===== src/rtl/slice_decode_sequencer.sv =====
// Decoder-side slice controller: sequences DC VLD, AC VLD, byte-align flush and IDCT drain
// for one slice, advancing on per-coefficient handshakes so bitstream stalls are tolerated.
module slice_decode_sequencer #(
    parameter int unsigned COUNTER_WIDTH = 32,
    parameter int unsigned MAX_BLOCKS    = 32,
    parameter int unsigned IDCT_LATENCY  = 10
) (
    input  logic                     i_clock,
    input  logic                     i_reset,
    input  logic                     i_start,
    input  logic [31:0]              i_block_num,
    input  logic                     i_dc_vld_done,
    input  logic                     i_ac_vld_done,
    output logic                     o_busy,
    output logic [COUNTER_WIDTH-1:0] o_sequence_counter,
    output logic                     o_dc_vld_reset,
    output logic                     o_dc_vld_enable,
    output logic [COUNTER_WIDTH-1:0] o_dc_vld_counter,
    output logic                     o_ac_vld_reset,
    output logic                     o_ac_vld_enable,
    output logic [COUNTER_WIDTH-1:0] o_ac_vld_counter,
    output logic                     o_ac_vld_flush,
    output logic                     o_idct_start,
    output logic                     o_slice_done
);

    localparam int unsigned BLK_W = $clog2(MAX_BLOCKS + 1);
    localparam int unsigned DRN_W = $clog2(MAX_BLOCKS + IDCT_LATENCY + 1);

    localparam logic [2:0] S_IDLE   = 3'd0;
    localparam logic [2:0] S_DC_RST = 3'd1;
    localparam logic [2:0] S_DC_RUN = 3'd2;
    localparam logic [2:0] S_AC_RST = 3'd3;
    localparam logic [2:0] S_AC_RUN = 3'd4;
    localparam logic [2:0] S_DRAIN  = 3'd5;
    localparam logic [2:0] S_DONE   = 3'd6;

    logic [2:0]               r_state,      w_state_nxt;
    logic [BLK_W-1:0]         r_blocks,     w_blocks_nxt;
    logic [31:0]              r_ac_total,   w_ac_total_nxt;
    logic [DRN_W-1:0]         r_drain,      w_drain_nxt;
    logic [COUNTER_WIDTH-1:0] r_seq,        w_seq_nxt;
    logic [COUNTER_WIDTH-1:0] r_dc_cnt,     w_dc_cnt_nxt;
    logic [COUNTER_WIDTH-1:0] r_ac_cnt,     w_ac_cnt_nxt;
    logic                     r_dc_rel,     w_dc_rel_nxt;
    logic                     r_ac_rel,     w_ac_rel_nxt;
    logic                     r_busy,       w_busy_nxt;
    logic                     r_dc_en,      w_dc_en_nxt;
    logic                     r_ac_en,      w_ac_en_nxt;
    logic                     r_flush,      w_flush_nxt;
    logic                     r_done,       w_done_nxt;

    logic [BLK_W-1:0]         w_block_sat;
    logic                     w_dc_last;
    logic                     w_ac_last;

    assign w_block_sat = (i_block_num > 32'(MAX_BLOCKS)) ? BLK_W'(MAX_BLOCKS)
                                                          : BLK_W'(i_block_num);
    assign w_dc_last   = i_dc_vld_done &&
                         (r_dc_cnt == COUNTER_WIDTH'(r_blocks - BLK_W'(1)));
    assign w_ac_last   = i_ac_vld_done &&
                         (r_ac_cnt == COUNTER_WIDTH'(r_ac_total - 32'd1));

    // Next state, counters and next-cycle output values; outputs are registered from these
    always_comb begin
        w_state_nxt    = r_state;
        w_blocks_nxt   = r_blocks;
        w_ac_total_nxt = r_ac_total;
        w_drain_nxt    = r_drain;
        w_seq_nxt      = r_seq;
        w_dc_cnt_nxt   = r_dc_cnt;
        w_ac_cnt_nxt   = r_ac_cnt;
        w_dc_rel_nxt   = r_dc_rel;
        w_ac_rel_nxt   = r_ac_rel;

        case (r_state)
            S_IDLE: begin
                if (i_start) begin
                    w_blocks_nxt   = w_block_sat;
                    w_ac_total_nxt = 32'(w_block_sat) * 32'd63;
                    w_seq_nxt      = COUNTER_WIDTH'(1);
                    if (w_block_sat != '0) begin
                        w_state_nxt  = S_DC_RST;
                        w_dc_cnt_nxt = '0;
                    end else begin
                        w_state_nxt  = S_DONE;
                    end
                end
            end
            S_DC_RST: begin
                w_state_nxt  = S_DC_RUN;
                w_dc_rel_nxt = 1'b1;
            end
            S_DC_RUN: begin
                if (i_dc_vld_done) begin
                    w_dc_cnt_nxt = r_dc_cnt + COUNTER_WIDTH'(1);
                end
                if (w_dc_last) begin
                    w_state_nxt  = S_AC_RST;
                    w_ac_cnt_nxt = '0;
                end
            end
            S_AC_RST: begin
                w_state_nxt  = S_AC_RUN;
                w_ac_rel_nxt = 1'b1;
            end
            S_AC_RUN: begin
                if (i_ac_vld_done) begin
                    w_ac_cnt_nxt = r_ac_cnt + COUNTER_WIDTH'(1);
                end
                if (w_ac_last) begin
                    w_state_nxt = S_DRAIN;
                    w_drain_nxt = DRN_W'(IDCT_LATENCY) + DRN_W'(r_blocks) - DRN_W'(1);
                end
            end
            S_DRAIN: begin
                if (r_drain == '0) begin
                    w_state_nxt = S_DONE;
                end else begin
                    w_drain_nxt = r_drain - DRN_W'(1);
                end
            end
            S_DONE: begin
                w_state_nxt  = S_IDLE;
                w_dc_rel_nxt = 1'b0;
                w_ac_rel_nxt = 1'b0;
            end
            default: begin
                w_state_nxt  = S_IDLE;
            end
        endcase

        // Cycle count keeps running through DONE and freezes once back in IDLE
        if ((r_state != S_IDLE) && (w_state_nxt != S_IDLE) && (r_seq != '1)) begin
            w_seq_nxt = r_seq + COUNTER_WIDTH'(1);
        end

        w_busy_nxt  = (w_state_nxt != S_IDLE);
        w_dc_en_nxt = (w_state_nxt == S_DC_RUN);
        w_ac_en_nxt = (w_state_nxt == S_AC_RUN);
        w_flush_nxt = (w_state_nxt == S_DRAIN) && (r_state != S_DRAIN);
        w_done_nxt  = (w_state_nxt == S_DONE);
    end

    always_ff @(posedge i_clock) begin
        if (i_reset) begin
            r_state    <= S_IDLE;
            r_blocks   <= '0;
            r_ac_total <= '0;
            r_drain    <= '0;
            r_seq      <= '0;
            r_dc_cnt   <= '0;
            r_ac_cnt   <= '0;
            r_dc_rel   <= 1'b0;
            r_ac_rel   <= 1'b0;
            r_busy     <= 1'b0;
            r_dc_en    <= 1'b0;
            r_ac_en    <= 1'b0;
            r_flush    <= 1'b0;
            r_done     <= 1'b0;
        end else begin
            r_state    <= w_state_nxt;
            r_blocks   <= w_blocks_nxt;
            r_ac_total <= w_ac_total_nxt;
            r_drain    <= w_drain_nxt;
            r_seq      <= w_seq_nxt;
            r_dc_cnt   <= w_dc_cnt_nxt;
            r_ac_cnt   <= w_ac_cnt_nxt;
            r_dc_rel   <= w_dc_rel_nxt;
            r_ac_rel   <= w_ac_rel_nxt;
            r_busy     <= w_busy_nxt;
            r_dc_en    <= w_dc_en_nxt;
            r_ac_en    <= w_ac_en_nxt;
            r_flush    <= w_flush_nxt;
            r_done     <= w_done_nxt;
        end
    end

    assign o_busy             = r_busy;
    assign o_sequence_counter = r_seq;
    assign o_dc_vld_reset     = r_dc_rel;
    assign o_dc_vld_enable    = r_dc_en;
    assign o_dc_vld_counter   = r_dc_cnt;
    assign o_ac_vld_reset     = r_ac_rel;
    assign o_ac_vld_enable    = r_ac_en;
    assign o_ac_vld_counter   = r_ac_cnt;
    assign o_ac_vld_flush     = r_flush;
    assign o_idct_start       = r_flush;
    assign o_slice_done       = r_done;

endmodule


===== config.mk =====
export PLATFORM = sky130hd
export DESIGN_NAME = slice_decode_sequencer
export DESIGN_NICKNAME = d
export VERILOG_FILES = /design/src/rtl/slice_decode_sequencer.sv
export SDC_FILE = /design/constraint.sdc
export NUM_CORES = 1
export LEC_CHECK = 0
export BUFFER_PORTS_ARGS = -buffer_cell sky130_fd_sc_hd__buf_2
export CAP_MARGIN = 20
export CORE_ASPECT_RATIO = 0.7
export CORE_UTILIZATION = 40
export DETAILED_ROUTE_END_ITERATION = 16
export SYNTH_ARGS = -nofsm -noshare
export SYNTH_HDL_FRONTEND = slang
export SYNTH_SLANG_ARGS = --single-unit

===== constraint.sdc =====
create_clock -name i_clock -period 4.45 [get_ports i_clock]
set_input_delay 0.445 -clock i_clock [delete_from_list [all_inputs] [get_ports i_clock]]
set_output_delay 0.445 -clock i_clock [all_outputs]
set_load 0.03 [all_outputs]

==> flow_metrics.tcl <==
set metrics [dict create \
    wirelength_um 21000 \
    grt_pass1_vias 6622 \
    clkLatencyLatePin_ns 0.43 \
    die_x_um 170 \
    cts_buffers 17 \
    register_area_mm2 0.00258 \
    overflow 0 \
    grt_max_degree 33 \
    worst_setup_path_start_kind "primary input" \
    cts-root-buf "clkbuf_16" \
    postCtsSetupRepairBufs 0 \
    path_max_fanout 5 \
    worst_r2r_endpoint "o_ac_vld_counter[21]" \
    min_to "o_busy" \
    via_per_inst 5.31 \
    core_mm2 0.0191 \
    remaining_drc_errors 0 \
    critical-path-slowest-cell "fa_1" \
    dp_hpwl_um 15300 \
    switching_power_uw 706 \
    synth.distinct_cells 72 \
    swShare 0.238 \
    leakage_uw 0.00396 \
    cp_cell_sequence "buf_2 > nor4_1 > nand4_1 > a211oi_2 > buf_4 > nand2_1 > inv_1 > fa_1 > ha_1 > fa_1 > fa_1 > a21o_1 > a21oi_1 > o21bai_1 > a21oi_2 > o21ai_0 > xnor2_1 > a211oi_1" \
    dpl_cell_area_mm2 0.00901 \
    syn_inst 964 \
    r2r-start "r_state[0]" \
    areaGrowthSynthToFinish_pct 22.7 \
    p_int_uw 2260 \
    maxSlewViolCount 0 \
    clock-sinks 129 \
    initial_core_util 0.413 \
    synth_edf_count 0 \
    reg2reg_depth 8 \
    setup_viol 0 \
    final.setup.tns_ns 0 \
    p_clk_frac 0.523 \
    worstSetupPathType "in2reg" \
    slew_headroom 0.410 \
    cts_htree_levels 4 \
    dr.pass1.iters 5 \
    n_fill_cell 1844 \
    async_flop_share 0 \
    cap_violations 0 \
    syn_nets 1045 \
    ir_worst_vdd_mv 0.242 \
    fp-row-count 42 \
    fin_crit_ns 4.14 \
    finalWorstSetupSlack_ns 0.310 \
    grt_pass1_wl_um 34300 \
    cpMostUsedCell "fa_1" \
    vias 7381 \
    tightest_slew_ns 0.882 \
    synth_ff_type "dfxtp_1" \
    power.share.combinational 0.074 \
    gp_congestion 0.836 \
    ctsResizeCount 0 \
    final_hold_viol_count 0 \
    die-area_mm2 0.0203 \
    ctsLongestPathBuffers 2 \
    power_density_mw_per_mm2 306 \
    r2r_slack_ns 1.33 \
    layout.nets 1195 \
    io_buffer_count 140 \
    stdcell_area_mm2 0.00967 \
    yosysWarnings 0 \
    hold_depth 2 \
    crit_arrival_ns 4.48 \
    period_share 0.930 \
    antenna_found_initial 0 \
    cpPeakStageDelay_ns 0.52 \
    pre_cts_ws_ns -0.216 \
    diodes 0 \
    synth_area_mm2 0.00788 \
    rsz0062_at_grt "false" \
    p_seq_frac 0.404 \
    crit_start "i_block_num[13]" \
    clock.fmax_mhz 242 \
    min_from "i_start" \
    dp_cells 1359 \
    synth-seq-cells 129 \
    cp_data_required_time_ns 4.79 \
    finalNonFillerCells 1390 \
    ys_seq_area_frac 0.328 \
    cp_top_family "adder cells" \
    skew_ns 0.0209 \
    antenna_left 0 \
    cts_hold_buf 0 \
    syn_avg_cell_area_um2 8.18 \
    outcome "complete, no violations" \
    postLayoutCoreUtil 0.507 \
    cts_tree "built" \
    path_buf_inv 3 \
    clkTransAtPathRegs_ns 0.06 \
    hp-class "in2reg" \
    multiInputGateArea_mm2 0.00495 \
    ios 141 \
    drt_iter0_drc 593 \
    avgRoutedWirePerCell_um 15.1 \
    drive_gt1_frac 0.219 \
    end_kind "register" \
    grtUsageTotal 0.211 \
    die_h_um 119 \
]
-- Yosys cell counts, types with 4 or more instances --
master,number,area (um2)
fa_1,13,260
and4_1,12,105
clkbuf_1,35,131
and3_1,11,68.8
buf_2,4,20.0
nor3b_1,4,30.0
dfxtp_1,129,2580
o21ai_0,40,200
nor3_1,25,125
a31oi_1,8,50.1
a2111oi_2,9,135
o31ai_1,10,75.1
a2111oi_0,4,35.0
and2_1,12,75.1
or4_1,10,75.1
a21o_1,5,37.5
ha_1,31,388
inv_1,53,199
xor2_1,35,307
a21oi_1,59,295
nand4_1,22,138
or2_2,7,43.8
nor2_1,105,394
or3_1,24,150
a211oi_1,16,120
o211ai_1,4,30.0
nor2b_1,5,31.3
nand2_1,93,349
nand3_1,43,215
nor4_1,21,131
o21ai_1,4,20.0
xnor2_1,54,473
-- state kept, by name, summed over array words and instances (netlist names) --
register and cells:
o_dc_vld_enable 1, o_busy 1, o_dc_vld_counter 32, o_ac_vld_reset 1, o_slice_done 1, o_ac_vld_counter 32, o_ac_vld_enable 1, o_sequence_counter 32
r_blocks 6, o_dc_vld_reset 1, r_state 3, o_ac_vld_flush 1, r_ac_total 11, r_drain 6
-- placed cells by master (no fill, tap or decap), types with 4 or more instances in the layout --
master / count
buf_2: 140
dfxtp_1: 129
nor2_1: 105
nand2_1: 93
a21oi_1: 58
xnor2_1: 54
inv_1: 53
nand3_1: 43
o21ai_0: 40
xor2_1: 35
buf_4: 35
ha_1: 31
nor3_1: 24
or3_1: 24
nand4_1: 22
nor4_1: 19
clkbuf_16: 17
a211oi_1: 15
fa_1: 13
and2_1: 12
and4_1: 12
and3_1: 11
or4_1: 10
o31ai_1: 10
a2111oi_2: 9
or2_2: 7
a31oi_1: 7
nor4_2: 5
nor2b_1: 5
a21o_1: 5
bufinv_16: 5
o211ai_1: 4
nor3b_1: 4
a2111oi_0: 4
o21ai_1: 4
clkinv_4: 4
-- layer usage --
metal  up-vias  global-route usage  wire length [um]
met5         -                   0                 0
met4         0              0.0574               150
met3        11              0.0399               984
met2       212               0.290              8460
met1      3429               0.329             11400
li1       3729                   -                 -
-- through the flow --
step,power (uW),hold slack (ns)
4_1_cts,3000,0.351
2_1_floorplan,1370,0.452
5_1_grt,3080,0.391
3_5_place_dp,1440,0.465
3_3_place_gp,1430,0.453
6_report,2960,0.364
-- final cells by class --
type	instances	area share
clock inverter	13	0.0216
clock buffer	18	0.0454
inverter	53	0.0206
timing repair buffer	175	0.0996
multi-input combinational	738	0.512
tap	264	0.0341
sequential	129	0.267
-- logic make-up (layout without fill, tap and decap cells) --
kind of cell | after synthesis | after routing | share of synthesized area
flip-flops | 129 | 129 | 0.328
buffers and inverters | 97 | 259 | 0.0487
AO/OA/AOI/OAI | 184 | 184 | 0.161
AND/OR/NAND/NOR | 417 | 417 | 0.276
XOR/XNOR | 89 | 89 | 0.0989
multiplexers | 4 | 4 | 0.00524
adder cells (fa/ha/maj) | 44 | 44 | 0.0822
-- power by group through the flow --
stage / logic, uW / clock network (uW) / registers [uW]
2_1_floorplan: 143 / 0 / 1220
3_3_place_gp: 214 / 0 / 1220
3_5_place_dp: 216 / 0 / 1220
4_1_cts: 217 / 1580 / 1200
5_1_grt: 241 / 1640 / 1200
6_report: 219 / 1550 / 1200
-- worst max path at each step --
| stage | end | depth (start not counted) |
|---|---|---|
| after floorplan | r_ac_total[11] | 16 |
| after global placement | r_ac_total[11] | 18 |
| after detailed placement | r_ac_total[11] | 18 |
| after CTS | r_ac_total[11] | 18 |
| after global routing | r_ac_total[11] | 18 |
| final | r_ac_total[11] | 18 |
(Power assumes the default switching activity.)
